`config.mk`:
```
export PLATFORM = sky130hd
export DESIGN_NAME = pipe_ctrl
export DESIGN_NICKNAME = d
export VERILOG_FILES = /design/src/rtl/pipe_ctrl_pkg.sv /design/src/rtl/pipe_ctrl_perf_cnt.sv /design/src/rtl/pipe_ctrl.sv
export SDC_FILE = /design/constraint.sdc
export NUM_CORES = 1
export LEC_CHECK = 0
export ABC_CLOCK_PERIOD_IN_PS = 2300
export BUFFER_PORTS_ARGS = -buffer_cell sky130_fd_sc_hd__buf_2
export CAP_MARGIN = 15
export CORE_AREA = 4 4 57 46
export DETAILED_ROUTE_END_ITERATION = 16
export DIE_AREA = 0 0 61 50
export GPL_ROUTABILITY_DRIVEN = 0
export PLACE_DENSITY = 0.77
export SYNTH_ARGS = -nofsm -noshare
export SYNTH_HDL_FRONTEND = slang
export SYNTH_SLANG_ARGS = --single-unit
```
`constraint.sdc`:
```
create_clock -name clk -period 2.3 [get_ports clk]
set_clock_uncertainty 0.15 [all_clocks]
set_input_delay 0.46 -clock clk [delete_from_list [all_inputs] [get_ports clk]]
set_output_delay 0.46 -clock clk [all_outputs]
set_load 0.05 [all_outputs]
```
`src/rtl/pipe_ctrl_pkg.sv`:
```
// Shared types for the pipeline hazard controller: FSM state encoding and the
// per-cycle control bundle driven to pc_reg, if_id and id_ex.
package pipe_ctrl_pkg;

  localparam int unsigned ADDR_W = 32;
  localparam int unsigned FCNT_W = 3;

  typedef enum logic [1:0] {
    PC_IDLE   = 2'd0,
    PC_JFLUSH = 2'd1,
    PC_MCWAIT = 2'd2
  } pc_state_e;

  typedef struct packed {
    logic              jump_en;
    logic [ADDR_W-1:0] jump_addr;
    logic              hold_pc;
    logic              hold_if_id;
    logic              flush_if_id;
    logic              flush_id_ex;
    logic              mc_err;
  } ctrl_t;

endpackage

```
`src/rtl/pipe_ctrl_perf_cnt.sv`:
```
// Saturating event counter with synchronous clear; sticks at all-ones.
module pipe_ctrl_perf_cnt #(
  parameter int unsigned W = 32
) (
  input  logic         clk,
  input  logic         clr,
  input  logic         inc,
  output logic [W-1:0] cnt
);

  always_ff @(posedge clk) begin
    if (clr) begin
      cnt <= '0;
    end else if (inc && (cnt != {W{1'b1}})) begin
      cnt <= cnt + W'(1);
    end
  end

endmodule

```
`src/rtl/pipe_ctrl.sv`:
```
// Pipeline hazard controller: jump flush, multi-cycle-op stall with timeout,
// load-use bubble. Perf counters are built only when PIPE_CTRL_PERF_EN is defined.
module pipe_ctrl
  import pipe_ctrl_pkg::*;
#(
  parameter int unsigned JUMP_FLUSH_CYC = 1,
  parameter int unsigned MC_TIMEOUT     = 64
`ifdef PIPE_CTRL_PERF_EN
  ,
  parameter int unsigned CNT_W          = 32
`endif
) (
  input  logic              clk,
  input  logic              rst,
  input  logic              jump_en_i,
  input  logic [ADDR_W-1:0] jump_addr_i,
  input  logic              mc_start_i,
  input  logic              mc_done_i,
  input  logic              load_use_i,
  output logic              jump_en_o,
  output logic [ADDR_W-1:0] jump_addr_o,
  output logic              hold_pc_o,
  output logic              hold_if_id_o,
  output logic              flush_if_id_o,
  output logic              flush_id_ex_o,
  output logic              mc_err_o
`ifdef PIPE_CTRL_PERF_EN
  ,
  output logic [CNT_W-1:0]  stall_cnt_o,
  output logic [CNT_W-1:0]  flush_cnt_o
`endif
);

  localparam int unsigned TCNT_W = $clog2(MC_TIMEOUT);

  pc_state_e         state, state_nxt;
  logic [FCNT_W-1:0] fcnt, fcnt_nxt;
  logic [TCNT_W-1:0] tcnt, tcnt_nxt;
  ctrl_t             ctrl;

  // State and sequencing counters
  always_ff @(posedge clk) begin
    if (rst) begin
      state <= PC_IDLE;
      fcnt  <= '0;
      tcnt  <= '0;
    end else begin
      state <= state_nxt;
      fcnt  <= fcnt_nxt;
      tcnt  <= tcnt_nxt;
    end
  end

  // Next state and zero-latency control outputs; everything forced low in reset
  always_comb begin
    ctrl      = '0;
    state_nxt = state;
    fcnt_nxt  = fcnt;
    tcnt_nxt  = tcnt;
    if (!rst) begin
      case (state)
        PC_IDLE: begin
          if (jump_en_i) begin
            ctrl.jump_en     = 1'b1;
            ctrl.jump_addr   = jump_addr_i;
            ctrl.flush_if_id = 1'b1;
            ctrl.flush_id_ex = 1'b1;
            if (JUMP_FLUSH_CYC > 1) begin
              state_nxt = PC_JFLUSH;
              fcnt_nxt  = FCNT_W'(JUMP_FLUSH_CYC - 1);
            end
          end else if (mc_start_i) begin
            ctrl.hold_pc     = 1'b1;
            ctrl.hold_if_id  = 1'b1;
            ctrl.flush_id_ex = 1'b1;
            state_nxt        = PC_MCWAIT;
            tcnt_nxt         = '0;
          end else if (load_use_i) begin
            ctrl.hold_pc     = 1'b1;
            ctrl.hold_if_id  = 1'b1;
            ctrl.flush_id_ex = 1'b1;
          end
        end
        PC_JFLUSH: begin
          ctrl.flush_if_id = 1'b1;
          ctrl.flush_id_ex = 1'b1;
          fcnt_nxt         = fcnt - FCNT_W'(1);
          if (fcnt <= FCNT_W'(1)) begin
            state_nxt = PC_IDLE;
          end
        end
        PC_MCWAIT: begin
          // done wins over a coincident timeout
          if (mc_done_i) begin
            state_nxt = PC_IDLE;
          end else if (tcnt == TCNT_W'(MC_TIMEOUT - 1)) begin
            ctrl.mc_err = 1'b1;
            state_nxt   = PC_IDLE;
          end else begin
            ctrl.hold_pc     = 1'b1;
            ctrl.hold_if_id  = 1'b1;
            ctrl.flush_id_ex = 1'b1;
            tcnt_nxt         = tcnt + TCNT_W'(1);
          end
        end
        default: state_nxt = PC_IDLE;
      endcase
    end
  end

  assign jump_en_o     = ctrl.jump_en;
  assign jump_addr_o   = ctrl.jump_addr;
  assign hold_pc_o     = ctrl.hold_pc;
  assign hold_if_id_o  = ctrl.hold_if_id;
  assign flush_if_id_o = ctrl.flush_if_id;
  assign flush_id_ex_o = ctrl.flush_id_ex;
  assign mc_err_o      = ctrl.mc_err;

`ifdef PIPE_CTRL_PERF_EN
  pipe_ctrl_perf_cnt #(.W(CNT_W)) u_stall_cnt (
    .clk (clk),
    .clr (rst),
    .inc (ctrl.hold_pc),
    .cnt (stall_cnt_o)
  );

  pipe_ctrl_perf_cnt #(.W(CNT_W)) u_flush_cnt (
    .clk (clk),
    .clr (rst),
    .inc (ctrl.flush_id_ex),
    .cnt (flush_cnt_o)
  );
`endif

endmodule

```
==> impl_metrics.csv <==
group,metric,value,unit
global_route,top_usage_layer,"met2",
setup_path,criticalPathCategory,"flip-flop to output pin",
clock_tree,cts_setup_buffers,0,
timing,fin_crit_sh,0.959,
synthesis,synth-main-ff-cell,"dfxtp_1",
timing,setup_slack,0.0934,ns
synthesis,syn_area,656,um^2
timing,drv_slew,0,
setup_path,r2r_start,"tcnt[0]",
power_and_ir_drop,seqPwrFrac,0.278,
detailed_routing,num_vias,828,
timing,rsz0062_at_grt,"no",
global_route,grt.total_usage,0.152,
global_route,grt_max_degree,35,
synthesis,netlist_top_cells_count,"33 x and2_1, 7 x dfxtp_1, 6 x nand3_1",
global_route,grt_remaining_overflow,0,
synthesis,synth_cell_type_count,27,
placement,dp_hpwl,1970,um
placement,io_buffers,75,
hold_path,min_from,"tcnt[1]",
synthesis,async_flop_share,0,
finish,fillers,194,
finish,final_util,0.549,
setup_path,path_cells,"ha_1 > nand2_2 > o21ai_2 > a21oi_2 > a21boi_2 > buf_6",
power_and_ir_drop,power_switching,200,uW
finish,antennaDiodeCount,0,
finish,areaGrowthSynthToFinish,67.4,%
timing,relSlewSlack,0.758,
synthesis,synthMostInstantiatedCell,"and2_1",
synthesis,synth_top_family_by_area,"simple AND/OR/NAND/NOR gates",
timing,max_clock_freq,453,MHz
floorplanning,rows,14,
clock_tree,cts_tree,"yes",
synthesis,synth_area_leaders,"and2_1 31%, dfxtp_1 21%, nand3_1 4.6%",
setup_path,cp-start-kind,"flip-flop",
floorplanning,design.core.area,2000,um^2
power_and_ir_drop,swShare,0.436,
clock_tree,clk_pin_slew_worst_paths,0.05,ns
global_route,antenna_found_initial,0,
global_route,met1_usage,0.140,
floorplanning,ioPinCount,76,
synthesis,synthesis.instances,87,
placement,dpl_worst_slack,0.133,ns
synthesis,synth_edf_count,0,
synthesis,synth_fp_nets,126,
setup_path,crit_slowest_cell,"dfxtp_1",
synthesis,synthXorXnorAreaFrac,0,
timing,holdWs,0.344,ns
power_and_ir_drop,p_int,260,uW
detailed_routing,routed_via_density,4.45,
synthesis,yosysSeqAreaShare,0.214,
detailed_routing,drcViolationCount,0,
synthesis,synth-compound-area-share,0.208,
clock_tree,ctsHoldBuffers,0,
setup_path,cp_data_arrival_time,1.60,ns
setup_path,crit_buf_inv,1,
finish,num-nets-final,202,
floorplanning,die-width,61,um
finish,drive_above_1_share,0.556,
power_and_ir_drop,pwr-share-comb,0.477,
power_and_ir_drop,vdd_drop_max,0.287,mV
clock_tree,cts_buffers,3,
setup_path,worstPathRequired,1.69,ns
global_route,grt_use_met3,0.0287,
job,cap_violations,0,
clock_tree,h-tree-depth,1,
synthesis,synth_area_leader_cell,"and2_1",
synthesis,synth-simple-area-share,0.489,
timing,min_period,2.21,ns
synthesis,synthAdderAreaFrac,0.0191,
floorplanning,die_h,50,um
synthesis,synth_seq_cells,7,
power_and_ir_drop,p_clk_frac,0.244,
timing,finalHoldViolations,0,
power_and_ir_drop,power.leakage,0.000638,uW
synthesis,netlist.area_leader.share,0.315,
synthesis,avgSynthCellArea,7.54,um^2
clock_tree,insertion_delay,0.25,ns
outcome,status,"finished clean",
setup_path,cpPeakStageDelay,0.33,ns
global_route,grt_pass1_vias,836,
power_and_ir_drop,powerDensity,419,nW/um^2
detailed_routing,route.antenna.remaining_nets,0,
hold_path,hold_path.class,"flip-flop to flip-flop",
setup_path,end_kind,"output pin",
clock_tree,cts_sinks,7,
floorplanning,dieArea,3050,um^2
timing,totalNegativeSetupSlack,0,ns
timing,tightest_slew,0.363,ns
timing,setup_viol,0,
clock_tree,cts_max_path_buffers,2,
detailed_routing,drt-initial-drc-count,19,
clock_tree,cts_root_buf,"clkbuf_4",
detailed_routing,wl,2380,um
synthesis,muxShareOfSynthArea,0,
detailed_routing,wire_per_inst,12.8,um
power_and_ir_drop,p_total,460,uW
synthesis,ys.warnings.count,0,
setup_path,startpoint,"tcnt[0]",
setup_path,cp_max_fo,4,
floorplanning,start_util,0.328,
global_route,met2_usage,0.319,
detailed_routing,drtPass1Iterations,3,
setup_path,cp_top_family,"compound AO/OA/AOI/OAI gates",
global_route,grt_pass1_wl,3640,um
cell families after synthesis:
family                     count (synthesis)
DFF                                        7
AOI/OAI and AO/OA                         19
adders and majority gates                  1
buffers and inverters                      9
and+or+nand+nor                           51
through the flow:
| step | area, um^2 | std cells |
|---|---|---|
| 2_1_floorplan | 661 | 87 |
| 3_3_place_gp | 1050 | 182 |
| 3_5_place_dp | 1050 | 182 |
| 4_1_cts | 1080 | 186 |
| 5_1_grt | 1100 | 186 |
| 6_report | 1100 | 186 |
power groups by stage:
stage	Sequential, uW	Combinational (uW)	Clock [uW]
after global routing	128	233	123
after CTS	128	218	116
after floorplan	127	157	0
final	128	220	112
after global placement	130	211	0
after detailed placement	130	214	0
per-layer routing:
metal  vias to the layer above  share of wire
met3                         0          0.060
li1                        440              -
met4                         0              0
met5                         -              0
met2                        20           0.60
met1                       368           0.33
path summary, 6_finish.rpt:
path / end / slack (ns) / depth (start not counted)
max: flush_id_ex_o / 0.09 / 6
min: tcnt[1] / 0.34 / 1
max reg2reg: tcnt[1] / 0.79 / 5
min reg2reg: tcnt[1] / 0.34 / 1
cells in the final DEF (no fill, tap or decap), types with 2 or more instances in the layout:
master	n
o21ai_0	2
dfxtp_1	7
a21o_1	3
o211ai_1	2
o21a_1	2
and2_1	33
nand3_1	6
buf_4	4
nor2_1	3
o31ai_1	2
clkbuf_4	3
a21oi_1	2
buf_2	72
inv_1	3
timing repair:
action                     in CTS  in global routing
gates resized for setup         5                  4
setup endpoints to repair       3                  4
hold endpoints to repair        0                  0
pin swaps                       1                  1
sequential cells by signal, summed over array words and instances, names as in the netlist:
register / count
tcnt: 6
state: 1
cell type report:
| cell class | count | area (um^2) | area share |
|---|---|---|---|
| clock buffer | 4 | 26.3 | 0.0239 |
| sequential | 7 | 140 | 0.128 |
| inverter | 3 | 11.3 | 0.0103 |
| timing repair buffer | 77 | 402 | 0.366 |
| tap | 24 | 30.0 | 0.0274 |
| multi-input combinational | 71 | 488 | 0.445 |
Power figures use the tool's default switching activity.
